[src/rtl/neg_pkg.sv]
// Shared types and defaults for the negator-sharing controller.
// NEG_TWOS_COMP_EN (when defined) adds the INC state and two's-complement results.
package neg_pkg;

  localparam int unsigned W_DEF = 16;
  localparam int unsigned N_DEF = 4;

  typedef enum logic [1:0] {
    IDLE = 2'd0,
    RUN  = 2'd1,
    INC  = 2'd2,
    RESP = 2'd3
  } state_e;

  // Width of a requester index; a single requester still needs one bit.
  function automatic int unsigned id_width(input int unsigned n);
    return (n > 1) ? $clog2(n) : 1;
  endfunction

endpackage

[src/rtl/neg_share_ctrl_if.sv]
// Request/response/negator bundle between client blocks and neg_share_ctrl.
// The controller takes the slave view; clients and the negator take the master view.
interface neg_share_ctrl_if #(
  parameter int unsigned N = neg_pkg::N_DEF,
  parameter int unsigned W = neg_pkg::W_DEF
);

  localparam int unsigned IW = neg_pkg::id_width(N);

  logic [N-1:0]   req_valid;
  logic [N*W-1:0] req_data;
  logic [N-1:0]   req_ready;
  logic [W-1:0]   neg_a;
  logic [W-1:0]   neg_b;
  logic           rsp_valid;
  logic [IW-1:0]  rsp_id;
  logic [W-1:0]   rsp_data;
  logic           rsp_ready;
  logic           busy;

  modport slave (
    input  req_valid, req_data, neg_b, rsp_ready,
    output req_ready, neg_a, rsp_valid, rsp_id, rsp_data, busy
  );

  modport master (
    output req_valid, req_data, neg_b, rsp_ready,
    input  req_ready, neg_a, rsp_valid, rsp_id, rsp_data, busy
  );

endinterface

[src/rtl/rr_arb.sv]
// Combinational N-way round-robin arbiter: first requester after ptr wins, with wrap.
module rr_arb #(
  parameter int unsigned N  = 4,
  parameter int unsigned IW = 2
) (
  input  logic [N-1:0]  req,
  input  logic [IW-1:0] ptr,
  output logic [N-1:0]  gnt,
  output logic [IW-1:0] gnt_idx,
  output logic          gnt_valid
);

  logic [IW-1:0] idx;

  always_comb begin
    gnt       = '0;
    gnt_idx   = '0;
    gnt_valid = 1'b0;
    idx       = '0;
    for (int unsigned k = 1; k <= N; k++) begin
      idx = IW'((32'(ptr) + k) % N);
      if (!gnt_valid && req[idx]) begin
        gnt_valid = 1'b1;
        gnt[idx]  = 1'b1;
        gnt_idx   = idx;
      end
    end
  end

endmodule

[src/rtl/neg_share_ctrl.sv]
// Time-shares one external combinational negator among N requesters.
// NEG_TWOS_COMP_EN selects two's complement (extra INC cycle); default is ones' complement.
module neg_share_ctrl
  import neg_pkg::*;
#(
  parameter int unsigned N = N_DEF,
  parameter int unsigned W = W_DEF
) (
  input  logic             clk,
  input  logic             rst_n,
  neg_share_ctrl_if.slave  bus
);

  localparam int unsigned IW = id_width(N);

  state_e        state_q, state_d;
  logic [IW-1:0] ptr_q, ptr_d;
  logic [IW-1:0] id_q, id_d;
  logic [W-1:0]  neg_a_q, neg_a_d;
  logic [W-1:0]  res_q, res_d;
  logic          rsp_valid_q, rsp_valid_d;
  logic          busy_q, busy_d;

  logic [N-1:0]  gnt_c;
  logic [IW-1:0] gnt_idx_c;
  logic          gnt_valid_c;
  logic [N-1:0]  req_ready_c;

  rr_arb #(.N(N), .IW(IW)) u_arb (
    .req       (bus.req_valid),
    .ptr       (ptr_q),
    .gnt       (gnt_c),
    .gnt_idx   (gnt_idx_c),
    .gnt_valid (gnt_valid_c)
  );

  // Next-state and datapath updates; accept strobe is suppressed while reset is asserted.
  always_comb begin
    state_d     = state_q;
    ptr_d       = ptr_q;
    id_d        = id_q;
    neg_a_d     = neg_a_q;
    res_d       = res_q;
    rsp_valid_d = rsp_valid_q;
    req_ready_c = '0;

    unique case (state_q)
      IDLE: begin
        if (rst_n && gnt_valid_c) begin
          req_ready_c = gnt_c;
          neg_a_d     = bus.req_data[32'(gnt_idx_c) * W +: W];
          id_d        = gnt_idx_c;
          state_d     = RUN;
        end
      end
      RUN: begin
        res_d = bus.neg_b;
`ifdef NEG_TWOS_COMP_EN
        state_d = INC;
`else
        state_d     = RESP;
        rsp_valid_d = 1'b1;
`endif
      end
`ifdef NEG_TWOS_COMP_EN
      INC: begin
        res_d       = res_q + W'(1);
        state_d     = RESP;
        rsp_valid_d = 1'b1;
      end
`endif
      RESP: begin
        if (bus.rsp_ready) begin
          ptr_d       = id_q;
          rsp_valid_d = 1'b0;
          state_d     = IDLE;
        end
      end
      default: begin
        state_d     = IDLE;
        rsp_valid_d = 1'b0;
      end
    endcase

    busy_d = (state_d != IDLE);
  end

  always_ff @(posedge clk) begin
    if (!rst_n) begin
      state_q     <= IDLE;
      ptr_q       <= IW'(N - 1);
      id_q        <= '0;
      neg_a_q     <= '0;
      res_q       <= '0;
      rsp_valid_q <= 1'b0;
      busy_q      <= 1'b0;
    end else begin
      state_q     <= state_d;
      ptr_q       <= ptr_d;
      id_q        <= id_d;
      neg_a_q     <= neg_a_d;
      res_q       <= res_d;
      rsp_valid_q <= rsp_valid_d;
      busy_q      <= busy_d;
    end
  end

  assign bus.req_ready = req_ready_c;
  assign bus.neg_a     = neg_a_q;
  assign bus.rsp_valid = rsp_valid_q;
  assign bus.rsp_id    = id_q;
  assign bus.rsp_data  = res_q;
  assign bus.busy      = busy_q;

endmodule
[src/flat_wrapper.sv]
// flat-port wrapper written by rule: the top's interface ports become plain ports
module neg_share_ctrl_flat import neg_pkg::*;
#(
  parameter int unsigned N = N_DEF,
  parameter int unsigned W = W_DEF
)
  (clk, rst_n, bus_req_valid, bus_req_data, bus_neg_b, bus_rsp_ready, bus_req_ready, bus_neg_a, bus_rsp_valid, bus_rsp_id, bus_rsp_data, bus_busy);
  neg_share_ctrl_if #(.N(N), .W(W)) bus_i ();
  input  logic clk;
  input  logic rst_n;
  input wire logic [$bits(bus_i.req_valid)-1:0] bus_req_valid;
  input wire logic [$bits(bus_i.req_data)-1:0] bus_req_data;
  input wire logic [$bits(bus_i.neg_b)-1:0] bus_neg_b;
  input wire logic [$bits(bus_i.rsp_ready)-1:0] bus_rsp_ready;
  output wire logic [$bits(bus_i.req_ready)-1:0] bus_req_ready;
  output wire logic [$bits(bus_i.neg_a)-1:0] bus_neg_a;
  output wire logic [$bits(bus_i.rsp_valid)-1:0] bus_rsp_valid;
  output wire logic [$bits(bus_i.rsp_id)-1:0] bus_rsp_id;
  output wire logic [$bits(bus_i.rsp_data)-1:0] bus_rsp_data;
  output wire logic [$bits(bus_i.busy)-1:0] bus_busy;
  assign bus_i.req_valid = bus_req_valid;
  assign bus_i.req_data = bus_req_data;
  assign bus_i.neg_b = bus_neg_b;
  assign bus_i.rsp_ready = bus_rsp_ready;
  assign bus_req_ready = bus_i.req_ready;
  assign bus_neg_a = bus_i.neg_a;
  assign bus_rsp_valid = bus_i.rsp_valid;
  assign bus_rsp_id = bus_i.rsp_id;
  assign bus_rsp_data = bus_i.rsp_data;
  assign bus_busy = bus_i.busy;
  neg_share_ctrl #(.N(N), .W(W)) u_core (.clk(clk), .rst_n(rst_n), .bus(bus_i));
endmodule
[config.mk]
export PLATFORM = sky130hd
export DESIGN_NAME = neg_share_ctrl_flat
export DESIGN_NICKNAME = d
export VERILOG_FILES = /design/src/rtl/neg_pkg.sv /design/src/rtl/neg_share_ctrl_if.sv /design/src/rtl/rr_arb.sv /design/src/rtl/neg_share_ctrl.sv /design/src/flat_wrapper.sv
export SDC_FILE = /design/constraint.sdc
export NUM_CORES = 1
export LEC_CHECK = 0
export ABC_AREA = 1
export CORE_MARGIN = 2
export CORE_UTILIZATION = 40
export CTS_CLUSTER_SIZE = 16
export DETAILED_ROUTE_END_ITERATION = 7
export DONT_BUFFER_PORTS = 1
export PLACE_DENSITY = 0.6
export SYNTH_ARGS = -nofsm -noshare
export SYNTH_HDL_FRONTEND = slang
export SYNTH_SLANG_ARGS = --single-unit
[constraint.sdc]
create_clock -name clk -period 5.95 [get_ports clk]
set_input_delay 1.19 -clock clk [delete_from_list [all_inputs] [get_ports clk]]
set_output_delay 1.19 -clock clk [all_outputs]
set_load 0.02 [all_outputs]
=== Yosys cells after proc, flatten, opt, wreduce, memory -nomap -nowiden ===
Cells that the tools add are included.

* Register bits after elaboration: 40
* Input port bits: 87
* Output and inout bits: 40

* Add/subtract/negate cells: 4
* $lt $le $gt $ge: 8
* Eq/ne operators: 3
* Shift-type cells: 1
* Muxes and demuxes: 35
* Bitwise operators: 4
* Reduce and logical (&&, ||, !) cells: 16

{| class="wikitable"
|+ Operator list
! cell !! number
|-
| indexed part select 64 x 7 -> 16 bit || 1
|-
| two-way mux 4 bit || 6
|-
| two-way mux 1 bit || 13
|-
| less-than comparator 2 x 3 -> 1 bit (second input constant) || 4
|-
| two-way mux 2 bit || 6
|-
| bitwise OR 4 bit || 3
|-
| binary-select mux 1 bit (select 2 bit) || 4
|-
| demux 1 bit (select 2 bit) || 4
|-
| >= comparator 2 x 1 -> 1 bit (second input constant) || 4
|-
| logical AND 1 bit || 8
|-
| one-hot mux 2 bit (3 select lines) || 1
|-
| AND reduction 2 bit || 3
|-
| adder 2 x 1 -> 2 bit (second input constant) || 2
|-
| adder 2 bit (second input constant) || 2
|-
| logical NOT 1 bit || 3
|-
| one-hot mux 1 bit (3 select lines) || 1
|-
| equality test 2 x 1 -> 1 bit (second input constant) || 1
|-
| equality test 2 bit (second input constant) || 1
|-
| logical NOT 2 bit || 1
|-
| != test 2 bit (second input constant) || 1
|-
| nonzero test 2 bit || 1
|-
| inverter 1 bit || 1
|}

=== Logic depth before layout (Yosys ltp) ===
Gate-level depths: netlist (run 1).

* Word-level depth: 17
* Gate-level depth with buffers: 15

=== By module ===
Synthesis (run 1) repeated with hierarchy kept, for this count alone.

* Cells, all modules: 443
* Area, all modules: 2,635.0 um^2

{| class="wikitable"
|+ Modules (own cells, without submodules)
! module !! instances !! cells each !! area an instance (um^2)
|-
| neg_share_ctrl || 1 || 369 || 2,177.1
|-
| rr_arb || 1 || 74 || 457.9
|}

=== Worst setup path after synthesis (run 1) ===
OpenSTA, ideal clock, no wires.

* Kind: input-to-output
* From: input port bus_req_valid[2]
* To: output port bus_req_ready[0]
* Arrival time: 2,306 ps
* Required time: 4,760 ps
* Slack: 2,454 ps
* Stages on the path: 11
* Path buffers: 1
* Cells stage by stage: inv_1 nand2_1 nand3_1 nand2_4 nor2_8 nand3_4 nand3_4 inv_2 buf_2 nand2_1 inv_1

* Word-level cells in the longest chain between the ends: 15
* Elaborated cells on any way between the ends: 28
* Those cells by class: 18 x mux; 3 x bitwise; 7 x reduce/logical

{| class="wikitable"
|+ RTL lines
! element !! line !! source
|-
| from (decl) || flat_wrapper.sv:11 || <nowiki>input wire logic [$bits(bus_i.req_valid)-1:0] bus_req_valid;</nowiki>
|-
| binary-select mux 1 bit (select 2 bit) || rr_arb.sv:22 || <nowiki>if (!gnt_valid && req[idx]) begin</nowiki>
|-
| two-way mux 1 bit (not written as such) || rr_arb.sv:22 ||
|-
| two-way mux 1 bit || rr_arb.sv:22 ||
|-
| logical NOT 1 bit || rr_arb.sv:22 ||
|-
| logical AND 1 bit || rr_arb.sv:22 ||
|-
| two-way mux 1 bit || rr_arb.sv:22 ||
|-
| logical NOT 1 bit || rr_arb.sv:22 ||
|-
| logical AND 1 bit || rr_arb.sv:22 ||
|-
| two-way mux 1 bit || rr_arb.sv:22 ||
|-
| logical NOT 1 bit || rr_arb.sv:22 ||
|-
| logical AND 1 bit || rr_arb.sv:22 ||
|-
| two-way mux 1 bit || rr_arb.sv:22 ||
|-
| logical AND 1 bit || neg_share_ctrl.sv:49 || <nowiki>if (rst_n && gnt_valid_c) begin</nowiki>
|-
| two-way mux 4 bit (*) || neg_share_ctrl.sv:49 ||
|-
| two-way mux 4 bit (*) || neg_share_ctrl.sv:47 || <nowiki>unique case (state_q)</nowiki>
|-
| to (decl) || flat_wrapper.sv:15 || <nowiki>output wire logic [$bits(bus_i.req_ready)-1:0] bus_req_ready;</nowiki>
|}

Mark *: on every way between the ends. The rest lies on a longest branch, timed or not. The select of a mux whose other input is x is not followed.

=== Final worst setup path (run 1) ===
* From: register u_core.ptr_q[0]
* To: output port bus_req_ready[3]

* Word-level cells in the longest chain between the ends: 16
* Elaborated cells on any way between the ends: 52
* Those cells by class: 4 x add/sub; 8 x order compare; 26 x mux; 3 x bitwise; 11 x reduce/logical

{| class="wikitable"
|+ RTL lines
! element !! line !! source
|-
| from (decl) || neg_share_ctrl.sv:17 || <nowiki>logic [IW-1:0] ptr_q, ptr_d;</nowiki>
|-
| from (signal assigned) || neg_share_ctrl.sv:91 || <nowiki>ptr_q <= IW'(N - 1);</nowiki>
|-
| from (signal assigned) || neg_share_ctrl.sv:99 || <nowiki>ptr_q <= ptr_d;</nowiki>
|-
| parallel branches: the longest is 14 deep, another holds less-than comparator 2 x 3 -> 1 bit || - ||
|-
| two-way mux 4 bit (*) || neg_share_ctrl.sv:49 ||
|-
| two-way mux 4 bit (*) || neg_share_ctrl.sv:47 ||
|}

Every way passes the cells marked *. The select of a mux whose other input is x is not followed.

==> results of run 1 <==
## cells by family after synthesis
group | share of synthesized area, %
adders and majority gates | 3.64
and+or+nand+nor | 39.9
DFF | 29.1
AOI/OAI and AO/OA | 13.6
buffers and inverters | 13.7
## state kept, by name, indices dropped and copies added (netlist names)
signal	cells
u_core.bus.rsp_data	16
u_core.bus.rsp_valid	1
u_core.ptr_q	2
u_core.bus.busy	1
u_core.bus.rsp_id	2
u_core.state_q	2
u_core.bus.neg_a	16
## layer usage
| metal | vias up | track usage (%) | routed length, um | part of all wire, % |
|---|---|---|---|---|
| met2 | 87 | 30.9 | 3240 | 48 |
| met4 | 0 | 3.98 | 61 | 0.90 |
| li1 | 1327 | - | - | - |
| met1 | 1142 | 19.9 | 2880 | 42 |
| met5 | - | 0 | 0 | 0 |
| met3 | 10 | 6.16 | 602 | 8.9 |
## critical path: stages, from the launching register on
cell and delay (ns):
dfxtp_1 0.61, inv_4 0.14, ha_1 0.39, inv_1 0.10, nand2_1 0.07, nand2_1 0.14
nand3_4 0.31, nand3_4 0.15, inv_2 0.46, nand2_1 0.15, inv_1 0.18
## final cells by class
class                      instances  area [um^2]
fill                             718         3860
clock inverter                     3         42.5
tap                               80          100
clock buffer                       5         68.8
multi-input combinational        287         1570
inverter                          73          277
sequential                        40          801
## path summary, 6_finish.rpt
path                           from              endpoint  cells past startpoint
setup / recovery    u_core.ptr_q[0]      bus_req_ready[3]                     10
hold / removal    u_core.state_q[1]  u_core.bus.rsp_valid                      1
setup reg to reg    u_core.ptr_q[0]   u_core.bus.neg_a[0]                     13
hold reg to reg   u_core.state_q[1]  u_core.bus.rsp_valid                      1
## report_power, final
part | internal (mW) | leakage (nW) | total, mW | switching, mW
sequential | 0.305 | 0.330 | 0.374 | 0.0694
clock | 0.124 | 0.0541 | 0.222 | 0.0984
combinational | 0.0727 | 1.06 | 0.206 | 0.133
## cells in the final DEF, fill, tap and decap left out, drive strengths merged
cell type | Yosys | final
clkbuf | 7 | 5
nor2 | 53 | 53
o21ai | 27 | 27
nand4 | 25 | 25
nor3b | 8 | 8
ha | 8 | 8
bufinv | 0 | 1
nand3 | 45 | 45
a21oi | 12 | 12
inv | 72 | 72
clkinvlp | 0 | 1
o21a | 16 | 16
a31oi | 2 | 2
o22ai | 4 | 4
a21boi | 1 | 1
dfxtp | 40 | 40
nand2 | 86 | 86
clkinv | 1 | 2
==> impl_metrics.json, run 1 <==
{
  "vdd_drop_max_v": 0.000154,
  "synth_flop_cell": "dfxtp_1",
  "drc_errors": 0,
  "wl_per_cell_um": 13.9,
  "synth-seq-cells": 40,
  "power_mw": 0.802,
  "arrival_ns": 3.00,
  "setup_viol": 0,
  "instances_no_fill": 488,
  "yosys-top-cells-count": "nand2_1 (76), inv_1 (69), nor2_1 (51)",
  "die_h_um": 86.9,
  "hold_violations": 0,
  "period_needed_ns": 4.19,
  "fin_area_um2": 2860,
  "gp_congestion": 0.859,
  "power.density_nw_per_um2": 280,
  "clock-sinks": 40,
  "grt_pass1_wl_um": 10500,
  "dpl_worst_slack_ns": 1.88,
  "syn_avg_cell_area_um2": 6.55,
  "utilization_pct": 42.6,
  "netlist_area_um2": 2750,
  "drive_gt1_share_pct": 8.82,
  "fin_nets": 502,
  "via_per_inst": 5.26,
  "io_pins": 127,
  "die-area_um2": 7560,
  "status": "finished clean",
  "vias": 2566,
  "cts_made_buffers": 5,
  "antenna_found_initial": 0,
  "dp_hpwl_um": 4970,
  "num_rows": 30,
  "htreeDepth": 2,
  "n_antenna_cell": 0,
  "dpl.cell_count": 480,
  "ant_nets": 0,
  "whs_ns": 0.489,
  "tightest_slew_ns": 0.911,
  "grt_max_degree": 42,
  "core_um2": 6720,
  "synth-edff-count": 0,
  "first_pass_iters": 4,
  "die_w_um": 86.9,
  "critPathRequiredTime_ns": 4.76,
  "cts_resized": 0,
  "rsz0062_at_grt": "false",
  "finalSetupTns_ns": 0,
  "routed_wl_um": 6780,
  "worstSetupEndpointType": "output pin",
  "place.port_buffers": 0,
  "finalMaxSlewViolations": 0,
  "seq_area_frac_synth_pct": 29.1,
  "cts_setup_buffers": 0,
  "layout_setup_ws_ns": 1.76,
  "clk_pin_slew_ns": 0.08,
  "finalClockSkew_ns": 0.00642,
  "area_delta_synth_final_pct": 4.00,
  "synth_most_common_cell": "nand2_1",
  "grt_pass1_vias": 2292,
  "track_usage_pct": 17.4,
  "initial_utilization_pct": 40.9,
  "synth_top_cell_area_share_pct": 29.1,
  "ys_warn_count": 0,
  "r2r_slack_ns": 2.25,
  "cts_tree": "done",
  "finalCritPeriodShare_pct": 70.5,
  "cp-start-kind": "register",
  "place_area_um2": 2750,
  "syn-num-nets": 515,
  "drtIter0Drc": 68,
  "max_freq_mhz": 239,
  "leakagePower_nw": 1.45,
  "critPathMaxFanout": 32,
  "synth_area_leaders": "dfxtp_1 (29%), nand2_1 (10%), inv_1 (9.4%)",
  "hp-class": "register to register",
  "cts-root-buf": "clkbuf_8",
  "async_flop_share_pct": 0,
  "grt.overflow.total": 0,
  "syn_inst": 420,
  "holdBufCountCts": 0,
  "ys_types": 30,
  "cts_buffer_depth": 2,
  "critical_path_class": "register to output pin",
  "drv_cap": 0,
  "yosys.area.top_type": "dfxtp_1",
  "clk_latency_ns": 0.29,
  "max-slew-margin-rel_pct": 39.1
}
No activity file was read; power rests on OpenSTA's default activity.
==> inputs of run 2 (changes only) <==
clock period = 4.2 ns   (was 5.95 ns; I/O delays follow)
==> impl_metrics.json, run 2 (same netlist as run 1, synthesis figures left out) <==
{
  "status": "finished clean",
  "cts_made_buffers": 5,
  "route.met3.wl_um": 581,
  "critPathMaxFanout": 32,
  "ant_nets": 0,
  "cts_resized": 0,
  "n_antenna_cell": 0,
  "gp_congestion": 0.864,
  "routed_wl_um": 6610,
  "drtIter0Drc": 89,
  "register_area_um2": 801,
  "grt.overflow.total": 0,
  "fill_cells": 733,
  "max_freq_mhz": 260,
  "cts_buffer_depth": 2,
  "r2r_cells": 12,
  "grt_max_degree": 42,
  "cts_setup_buffers": 0,
  "first_pass_iters": 4,
  "period_needed_ns": 3.84,
  "leakagePower_nw": 1.45,
  "grt_pass1_wl_um": 10600,
  "core_um2": 6720,
  "io_pins": 127,
  "finalSetupTns_ns": 0,
  "critical_path_class": "register to output pin",
  "hold_violations": 0,
  "multiInputGateArea_um2": 1570,
  "rsz0062_at_grt": "false",
  "num_rows": 30,
  "drive_gt1_share_pct": 9.05,
  "drv_cap": 0,
  "die_h_um": 86.9,
  "layout_common_cells": "nand2_1 (76), inv_1 (69), nor2_1 (51), nand3_1 (42), dfxtp_1 (40)",
  "via_per_inst": 5.21,
  "timing.hold.worst_path_depth": 1,
  "clock-sinks": 40,
  "dr_wl_met2_um": 3120,
  "cp-start-kind": "register",
  "tightest_slew_ns": 0.777,
  "clk_latency_ns": 0.29,
  "finalMaxSlewViolations": 0,
  "worstSetupEndpointType": "output pin",
  "area_delta_synth_final_pct": 3.73,
  "setup_viol": 0,
  "hp-class": "register to register",
  "place_area_um2": 2760,
  "fin_area_um2": 2850,
  "htreeDepth": 2,
  "final_common_cell": "nand2_1",
  "wl_per_cell_um": 13.5,
  "vdd_drop_max_v": 0.000168,
  "place.port_buffers": 0,
  "wirelength_met1_um": 2870,
  "max-slew-margin-rel_pct": 48.1,
  "finalClockSkew_ns": 0.00812,
  "holdBufCountCts": 0,
  "finalCritPeriodShare_pct": 91.5,
  "dpl.cell_count": 481,
  "initial_utilization_pct": 40.9,
  "instances_no_fill": 489,
  "dp_hpwl_um": 4910,
  "grt_pass1_vias": 2373,
  "antenna_found_initial": 0,
  "die-area_um2": 7560,
  "critPathRequiredTime_ns": 3.36,
  "cts-root-buf": "clkbuf_8",
  "clk_pin_slew_ns": 0.08,
  "fin_nets": 503,
  "track_usage_pct": 17.4,
  "die_w_um": 86.9,
  "cts_tree": "done",
  "power.density_nw_per_um2": 382,
  "drc_errors": 0,
  "vias": 2547,
  "top_layer_used": "met4",
  "arrival_ns": 3.00
}
run 2: path summary, 6_finish.rpt:
kind,from,end,slack (ns)
setup / recovery,u_core.ptr_q[0],bus_req_ready[3],0.36
hold / removal,u_core.state_q[1],u_core.bus.rsp_valid,0.49
setup reg to reg,u_core.ptr_q[0],u_core.bus.neg_a[4],0.91
hold reg to reg,u_core.state_q[1],u_core.bus.rsp_valid,0.49
run 2: per-layer routing:
metal  vias to the layer above  global-route usage [%]
li1                       1330                       -
met1                      1129                    21.0
met2                        84                    30.0
met3                         4                    5.78
met4                         0                    3.55
met5                         -                       0
run 2: worst max-delay path, stage by stage (launching register included):
cell	delay, ns
dfxtp_1	0.61
inv_4	0.14
ha_1	0.39
inv_1	0.10
nand2_1	0.08
nand2_1	0.13
nand3_4	0.31
nand3_4	0.15
inv_2	0.45
nand2_1	0.16
inv_1	0.19
run 2: power by group:
part / leakage, nW / switching [mW] / total, mW / internal, mW
Sequential: 0.330 / 0.0976 / 0.529 / 0.432
Clock: 0.0516 / 0.136 / 0.271 / 0.134
Combinational: 1.07 / 0.186 / 0.289 / 0.103
Total: 1.45 / 0.420 / 1.09 / 0.669
run 2: cell type report:
type                    instances  share of cell area, %
clock buffers                   6                   2.89
clock inverters                 2                  0.482
inverters                      73                   9.69
multi-input cells             287                   55.1
flip-flops and latches         40                   28.1
well taps                      80                   3.51
repair buffers                  1                  0.263
run 2: metrics by stage:
stage	hold slack (ns)	setup slack (ns)	power (mW)	util (%)
final	0.487	0.359	1.09	42.5
after detailed placement	0.470	0.635	0.834	41.0
after CTS	0.486	0.302	1.11	42.5
after global routing	0.526	0.0642	1.17	42.5
after global placement	0.474	0.704	0.830	41.0
after floorplan	0.446	1.34	0.787	-
==> inputs of run 3 (changes only) <==
CAP_MARGIN = 20   (was unset)
==> results of run 3 <==
The final DEF is identical to that of run 2; final timing and power are the same.
